<file path="src/rtl/bank_write_ctrl.sv">
// Write-side sequencer for the ping-pong spectrogram banks. Assigns each incoming frame a
// slot in the active bank, swaps banks on fill, locks filled or partially filled banks until
// the readout releases them, and raises the full/completion handshake for the readout side.
module bank_write_ctrl #(
  parameter int unsigned DEPTH  = 200,
  parameter int unsigned AW     = 8,
  parameter int unsigned DROP_W = 8
) (
  input  logic              clk,
  input  logic              reset,
  input  logic              event_active,
  input  logic              frame_valid,
  input  logic [1:0]        bank_read_done,
  output logic              we,
  output logic [AW:0]       waddr,
  output logic              bank0_full,
  output logic              bank1_full,
  output logic              memorization_completed,
  output logic [AW-1:0]     idx_final,
  output logic              wr_bank,
  output logic              busy,
  output logic              overflow,
  output logic [DROP_W-1:0] dropped_frames
);

  localparam logic [AW-1:0] LastIdx = AW'(DEPTH - 1);

  typedef enum logic [1:0] {StIdle, StWrite, StWaitFree} state_e;

  state_e              state_q, state_d;
  logic [AW-1:0]       idx_q, idx_d;
  logic                bank_q, bank_d;
  logic [1:0]          lock_q, lock_set;
  logic [1:0]          full_q, full_d;
  logic                done_q, done_d;
  logic [AW-1:0]       idx_final_q, idx_final_d;
  logic                ovf_q;
  logic [DROP_W-1:0]   drop_q;
  logic                drop_inc;
  logic [AW-1:0]       idx_post;

  // Next-state, bank/slot bookkeeping and write strobe.
  always_comb begin
    state_d     = state_q;
    idx_d       = idx_q;
    bank_d      = bank_q;
    lock_set    = 2'b00;
    full_d      = 2'b00;
    done_d      = 1'b0;
    idx_final_d = idx_final_q;
    drop_inc    = 1'b0;
    we          = 1'b0;
    idx_post    = idx_q + AW'(frame_valid);
    unique case (state_q)
      StIdle: begin
        if (event_active) begin
          if (!lock_q[bank_q]) begin
            state_d = StWrite;
            idx_d   = '0;
          end else begin
            state_d = StWaitFree;
          end
        end
      end
      StWrite: begin
        we = frame_valid;
        if (frame_valid && idx_q == LastIdx) begin
          // Bank filled: the full pulse takes precedence over any same-cycle event end.
          full_d[bank_q]   = 1'b1;
          lock_set[bank_q] = 1'b1;
          bank_d           = ~bank_q;
          idx_d            = '0;
          if (!event_active) begin
            state_d = StIdle;
          end else if (lock_q[~bank_q] && !bank_read_done[~bank_q]) begin
            state_d = StWaitFree;
          end
        end else begin
          idx_d = idx_post;
          if (!event_active) begin
            state_d = StIdle;
            idx_d   = '0;
            if (idx_post != '0) begin
              done_d           = 1'b1;
              idx_final_d      = idx_post - AW'(1);
              lock_set[bank_q] = 1'b1;
              bank_d           = ~bank_q;
            end
          end
        end
      end
      StWaitFree: begin
        drop_inc = frame_valid;
        if (!event_active) begin
          state_d = StIdle;
        end else if (!lock_q[bank_q] || bank_read_done[bank_q]) begin
          state_d = StWrite;
          idx_d   = '0;
        end
      end
      default: state_d = StIdle;
    endcase
  end

  // State, lock and status registers; lock set wins over a same-cycle release.
  always_ff @(posedge clk or posedge reset) begin
    if (reset) begin
      state_q     <= StIdle;
      idx_q       <= '0;
      bank_q      <= 1'b0;
      lock_q      <= 2'b00;
      full_q      <= 2'b00;
      done_q      <= 1'b0;
      idx_final_q <= '0;
      ovf_q       <= 1'b0;
      drop_q      <= '0;
    end else begin
      state_q     <= state_d;
      idx_q       <= idx_d;
      bank_q      <= bank_d;
      lock_q      <= (lock_q & ~bank_read_done) | lock_set;
      full_q      <= full_d;
      done_q      <= done_d;
      idx_final_q <= idx_final_d;
      ovf_q       <= ovf_q | drop_inc;
      if (drop_inc && drop_q != '1) begin
        drop_q <= drop_q + DROP_W'(1);
      end
    end
  end

  assign waddr                  = {bank_q, idx_q};
  assign bank0_full             = full_q[0];
  assign bank1_full             = full_q[1];
  assign memorization_completed = done_q;
  assign idx_final              = idx_final_q;
  assign wr_bank                = bank_q;
  assign busy                   = (state_q != StIdle);
  assign overflow               = ovf_q;
  assign dropped_frames         = drop_q;

endmodule

</file>
<file path="config.mk">
export PLATFORM = sky130hd
export DESIGN_NAME = bank_write_ctrl
export DESIGN_NICKNAME = d
export VERILOG_FILES = /design/src/rtl/bank_write_ctrl.sv
export SDC_FILE = /design/constraint.sdc
export NUM_CORES = 1
export LEC_CHECK = 0
export CORE_MARGIN = 10
export CORE_UTILIZATION = 30
export DETAILED_ROUTE_END_ITERATION = 8
export GPL_TIMING_DRIVEN = 0
export HOLD_SLACK_MARGIN = 0.03
export MAX_ROUTING_LAYER = met4
export SYNTH_ARGS = -nofsm -noshare
export SYNTH_HDL_FRONTEND = slang
export SYNTH_SLANG_ARGS = --single-unit
export TNS_END_PERCENT = 30
</file>
<file path="constraint.sdc">
create_clock -name clk -period 2.66 [get_ports clk]
set_clock_uncertainty 0.05 [all_clocks]
set_input_delay 0.532 -clock clk [delete_from_list [all_inputs] [get_ports clk]]
set_output_delay 0.532 -clock clk [all_outputs]
set_load 0.005 [all_outputs]
</file>
; ---- Yosys cells after proc, flatten, opt, wreduce, memory -nomap -nowiden
; Index checks and enable logic that the tools add are counted.
[classes]
n_addsub = 3
n_lt_le_gt_ge = 3
eq_ne = 12
mux = 41
n_bitwise = 7
reduce_logical = 16
[op_table]
columns = cell, count
row1 = 8-bit 2-to-1 mux, 6
row2 = 2-bit 2-to-1 mux, 14
row3 = 8-bit one-hot mux with 3 select lines, 1
row4 = 1-bit 2-to-1 mux, 18
row5 = "3-bit inequality test, second input constant", 3
row6 = 8-bit by 1-bit adder with 8-bit output, 1
row7 = "8-bit by 1-bit adder with 8-bit output, second input constant", 1
row8 = "8-bit == test, second input constant", 1
row9 = "2-bit inequality test, second input constant", 4
row10 = "8-bit inequality test, second input constant", 1
row11 = 4-bit AND reduction, 2
row12 = 8-bit nonzero test, 1
row13 = "8-bit by 1-bit subtractor with 8-bit output, second input constant", 1
row14 = 2-bit one-hot mux with 3 select lines, 1
row15 = 5-bit AND reduction, 1
row16 = 1-bit logical AND, 4
row17 = "1-bit by 2-bit < comparator with 1-bit output, second input constant", 2
row18 = 2-bit nonzero test, 2
row19 = 1-bit inverter, 3
row20 = 3-bit AND reduction, 1
row21 = 3-bit nonzero test, 1
row22 = 2-bit AND, 1
row23 = "2-bit by 1-bit == test with 1-bit output, second input constant", 1
row24 = "2-bit == test, second input constant", 1
row25 = other kinds (9), 10
[totals]
ff_bits = 33
input_bits = 6
output_inout_bits = 32
word_cells = 91

; ---- Depth between registers and ports, before layout
[logic_depth]
ltp_word = 9
ltp_mapped = 9
mapped_depth_nobuf = 9

; ---- Least setup slack after synthesis
; Ideal clock, no wire load.
[synth_timing]
kind = input to register
from = input frame_valid
to = register idx_final_q[0], in the netlist idx_final[0]
setup_time_ns = 0.125
arrival_time_ns = 2.519
required_time_ns = 2.485
slack_ns = -0.033
cell_stages = 9
n_path_buf = 0
cell_sequence = ha_1 > ha_1 > inv_1 > ha_1 > nand2_1 > or4_1 > and2_4 > o21ai_4 > mux2_2
[synth_between]
elab_chain_len = 3
elab_cells_between_ends = 6
classes_between = add/sub: 2 / bitwise: 1 / reduce/logical: 3
[synth_rtl]
columns = element, line_no
row1 = from (decl), 12  ; input logic frame_valid,
row2 = "parallel branches: the longest is 3 deep, another holds 8-bit by 1-bit adder with 8-bit output", n/a
row3 = to (signal assigned), 124  ; idx_final_q <= idx_final_d;
row4 = to (decl), 36  ; logic [AW-1:0] idx_final_q, idx_final_d;
; Several ways; the timed one is not identified.
; A chain may end at the register's enable or synchronous reset.

; ---- Final worst setup path
[layout_timing]
from = input frame_valid
to = register idx_final_q[5], in the netlist idx_final[5]
; The elaborated chain is that of the path after synthesis.

==> out/metrics.cfg <==
[synthesis]
synth.distinct_cells = 47
syn_area_per_cell_um2 = 9.55
synthFlopType = dfrtp_1
syn_area_mm2 = 0.00197
synthCells = 206
yosysWarnings = 0
syn_nets = 217
ys_seq_area_frac = 0.420
synth-edff-count = 0
ys_async_sr_fraction = 1.00
synth-seq-cells = 33

[timing]
post-route-min-period_ns = 2.63
period_share = 0.988
setup_violations = 0
worstMarginPinSlew_ns = 0.695
hold_viol = 0
fmax_mhz = 381
layout_setup_ws_ns = 0.0319
slew-limit-headroom = 0.536
drv_slew = 0

[finish]
finalNetCount = 264
syn_to_final_growth_pct = 34.7
drive_gt1_frac = 0.150
design_area_mm2 = 0.00265
fin_util = 0.417
diodes = 0
fill_cells = 605

[routing]
detail-route-antenna-nets = 0
dr.first_iter.drc_count = 95
first_pass_iters = 4
num_vias = 1717
wl_per_cell_um = 15.1
drt-vias-per-instance = 5.19
drt_wl_total_mm = 4.99
drc = 0

[global_routing]
track_usage = 0.105
grt_pass1_vias = 1683
overflow = 0
grt_pass1_wl_mm = 8.42
grt_max_degree = 34
antenna_found_initial = 0

[worst_setup_path]
cpPeakStageDelay_ns = 0.56
path_cells = clkbuf_4 > ha_4 > ha_4 > buf_2 > xor2_1 > or4_1 > and2_4 > o21ai_4 > buf_12 > mux2_4
cp-start-kind = primary input
end_kind = flip-flop
cp_max_fo = 10
crit_path_frequent_cell = ha_4
arrival_ns = 2.75
crit_slowest_cell = or4_1
cp.buffers_inverters = 3
worst_ep_required_time_ns = 2.78
cp_top_family = simple AND/OR/NAND/NOR gates
crit_type = in2reg

[placement]
port-buffer-count = 37
place_hpwl_mm = 3.71
pre_cts_slack_ns = -0.882
postPlaceCellArea_mm2 = 0.00247
gp_congestion = 0.799

[flow_run]
max-cap-violations = 0

[outcome]
outcome = finished, final reports clean

[power_and_ir_drop]
p_leak_nw = 1.19
power.density_mw_per_mm2 = 739
p_total_mw = 1.96
ir_drop_mv = 0.441

[clock_network]
numCtsBuffers = 5
clk_pin_slew_ns = 0.07
clk_latency_ns = 0.28
htree_num_levels = 2
root_buffer = clkbuf_8
cts_tree = yes
cts_buffer_depth = 2
clock_sinks = 33

[die]
start_util = 0.310
io-pin-count = 38
rows = 29
fp.dieH_um = 101
die_width_um = 101
design.core.area_mm2 = 0.00635
die_area_mm2 = 0.0102

[min_path]
min_path_type = reg2reg

routing by layer:
layer	track usage	routed length, um	up-vias
met1	0.127	2260	818
met2	0.165	2350	49
met3	0.0281	320	4
met5	-	0	-
li1	-	-	846
met4	0.0354	59	0
layout make-up:
type                       instances  area [um2]  share of cell area
clock buffer                       7        86.3              0.0326
buffer                            11        56.3              0.0213
clock inverter                     1        30.0              0.0113
inverter                          11        41.3              0.0156
timing repair buffer              40         403               0.152
sequential                        33         827               0.312
tap                               77        96.3              0.0364
multi-input combinational        151        1110               0.419
power by group:
group / internal, mW / total (mW) / switching [mW] / leakage [nW]
registers: 0.613 / 0.687 / 0.0738 / 0.431
clock network: 0.306 / 0.496 / 0.190 / 0.0585
logic: 0.453 / 0.776 / 0.323 / 0.701
total: 1.37 / 1.96 / 0.587 / 1.19
path summary, 6_finish.rpt:
| check | startpoint | end | slack (ns) | depth (start not counted) |
|---|---|---|---|---|
| min in group asynchronous | reset | overflow | 0.63 | 2 |
| max | frame_valid | idx_final[5] | 0.03 | 10 |
| min | overflow | overflow | 0.43 | 1 |
| min reg2reg | overflow | overflow | 0.43 | 1 |
| max reg2reg | idx_q[0] | idx_final[5] | 0.04 | 9 |
| max in group asynchronous | reset | idx_q[0] | 1.45 | 2 |
per-stage QoR:
step / hold slack (ns) / instances / TNS (ns)
2_1_floorplan: 0.401 / 206 / 0
3_3_place_gp: 0.390 / 320 / -8.47
3_5_place_dp: 0.434 / 320 / -8.93
4_1_cts: 0.452 / 329 / 0
5_1_grt: 0.471 / 331 / -0.171
6_report: 0.434 / 331 / 0
kinds of logic after synthesis:
logic type / after synthesis / synth area share
compound gates: 42 / 0.150
xor+xnor: 15 / 0.0668
fa+ha+maj: 5 / 0.0318
buf+inv: 22 / 0.0496
flops: 33 / 0.420
mux: 12 / 0.0642
simple gates: 77 / 0.218
state kept, by name, summed over array words and instances (netlist names):
register,count
dropped_frames,8
full_q,2
idx_final,8
idx_q,8
lock_q,2
memorization_completed,1
overflow,1
state_q,2
wr_bank,1
synthesized netlist by cell type, types with 3 or more instances:
library cell	count	area (um2)
xor2_1	4	35.0
and2_1	5	31.3
o211ai_1	4	30.0
xnor2_1	11	96.3
dfrtp_1	33	826
mux2i_1	7	70.1
buf_2	6	30.0
a21oi_1	7	35.0
o21ai_0	9	45.0
ha_1	5	62.6
nand3_1	4	20.0
o31ai_1	4	30.0
nor3_1	4	20.0
mux2_2	5	56.3
nor2b_1	5	31.3
inv_1	11	41.3
a31oi_1	4	25.0
nand2_1	17	63.8
clkbuf_1	3	11.3
nand4_1	8	50.1
nor2_1	13	48.8
repair_timing:
action / CTS / global route
gates resized for setup: 6 / 5
pin swaps: 2 / 0
buffers inserted: 1 / 2
hold buffers: 0 / 0
setup endpoints to repair: 13 / 6
cell usage in the layout (no fill, tap or decap), types with 3 or more instances in the layout:
cell and instances:
clkdlybuf4s50_1 36, dfrtp_1 32, nand2_1 17, nor2_1 13, xnor2_1 10, inv_1 9, o21ai_0 9, nand4_1 8
mux2i_1 7, a21oi_1 7, buf_2 6, clkbuf_8 6, and2_1 5, mux2_4 5, nor2b_1 5, buf_4 4
nor3_1 4, nand3_1 4, xor2_1 4, clkbuf_1 4, o211ai_1 4, a31oi_1 4, o31ai_1 4, ha_4 3
No activity file was read; power rests on OpenSTA's default activity.
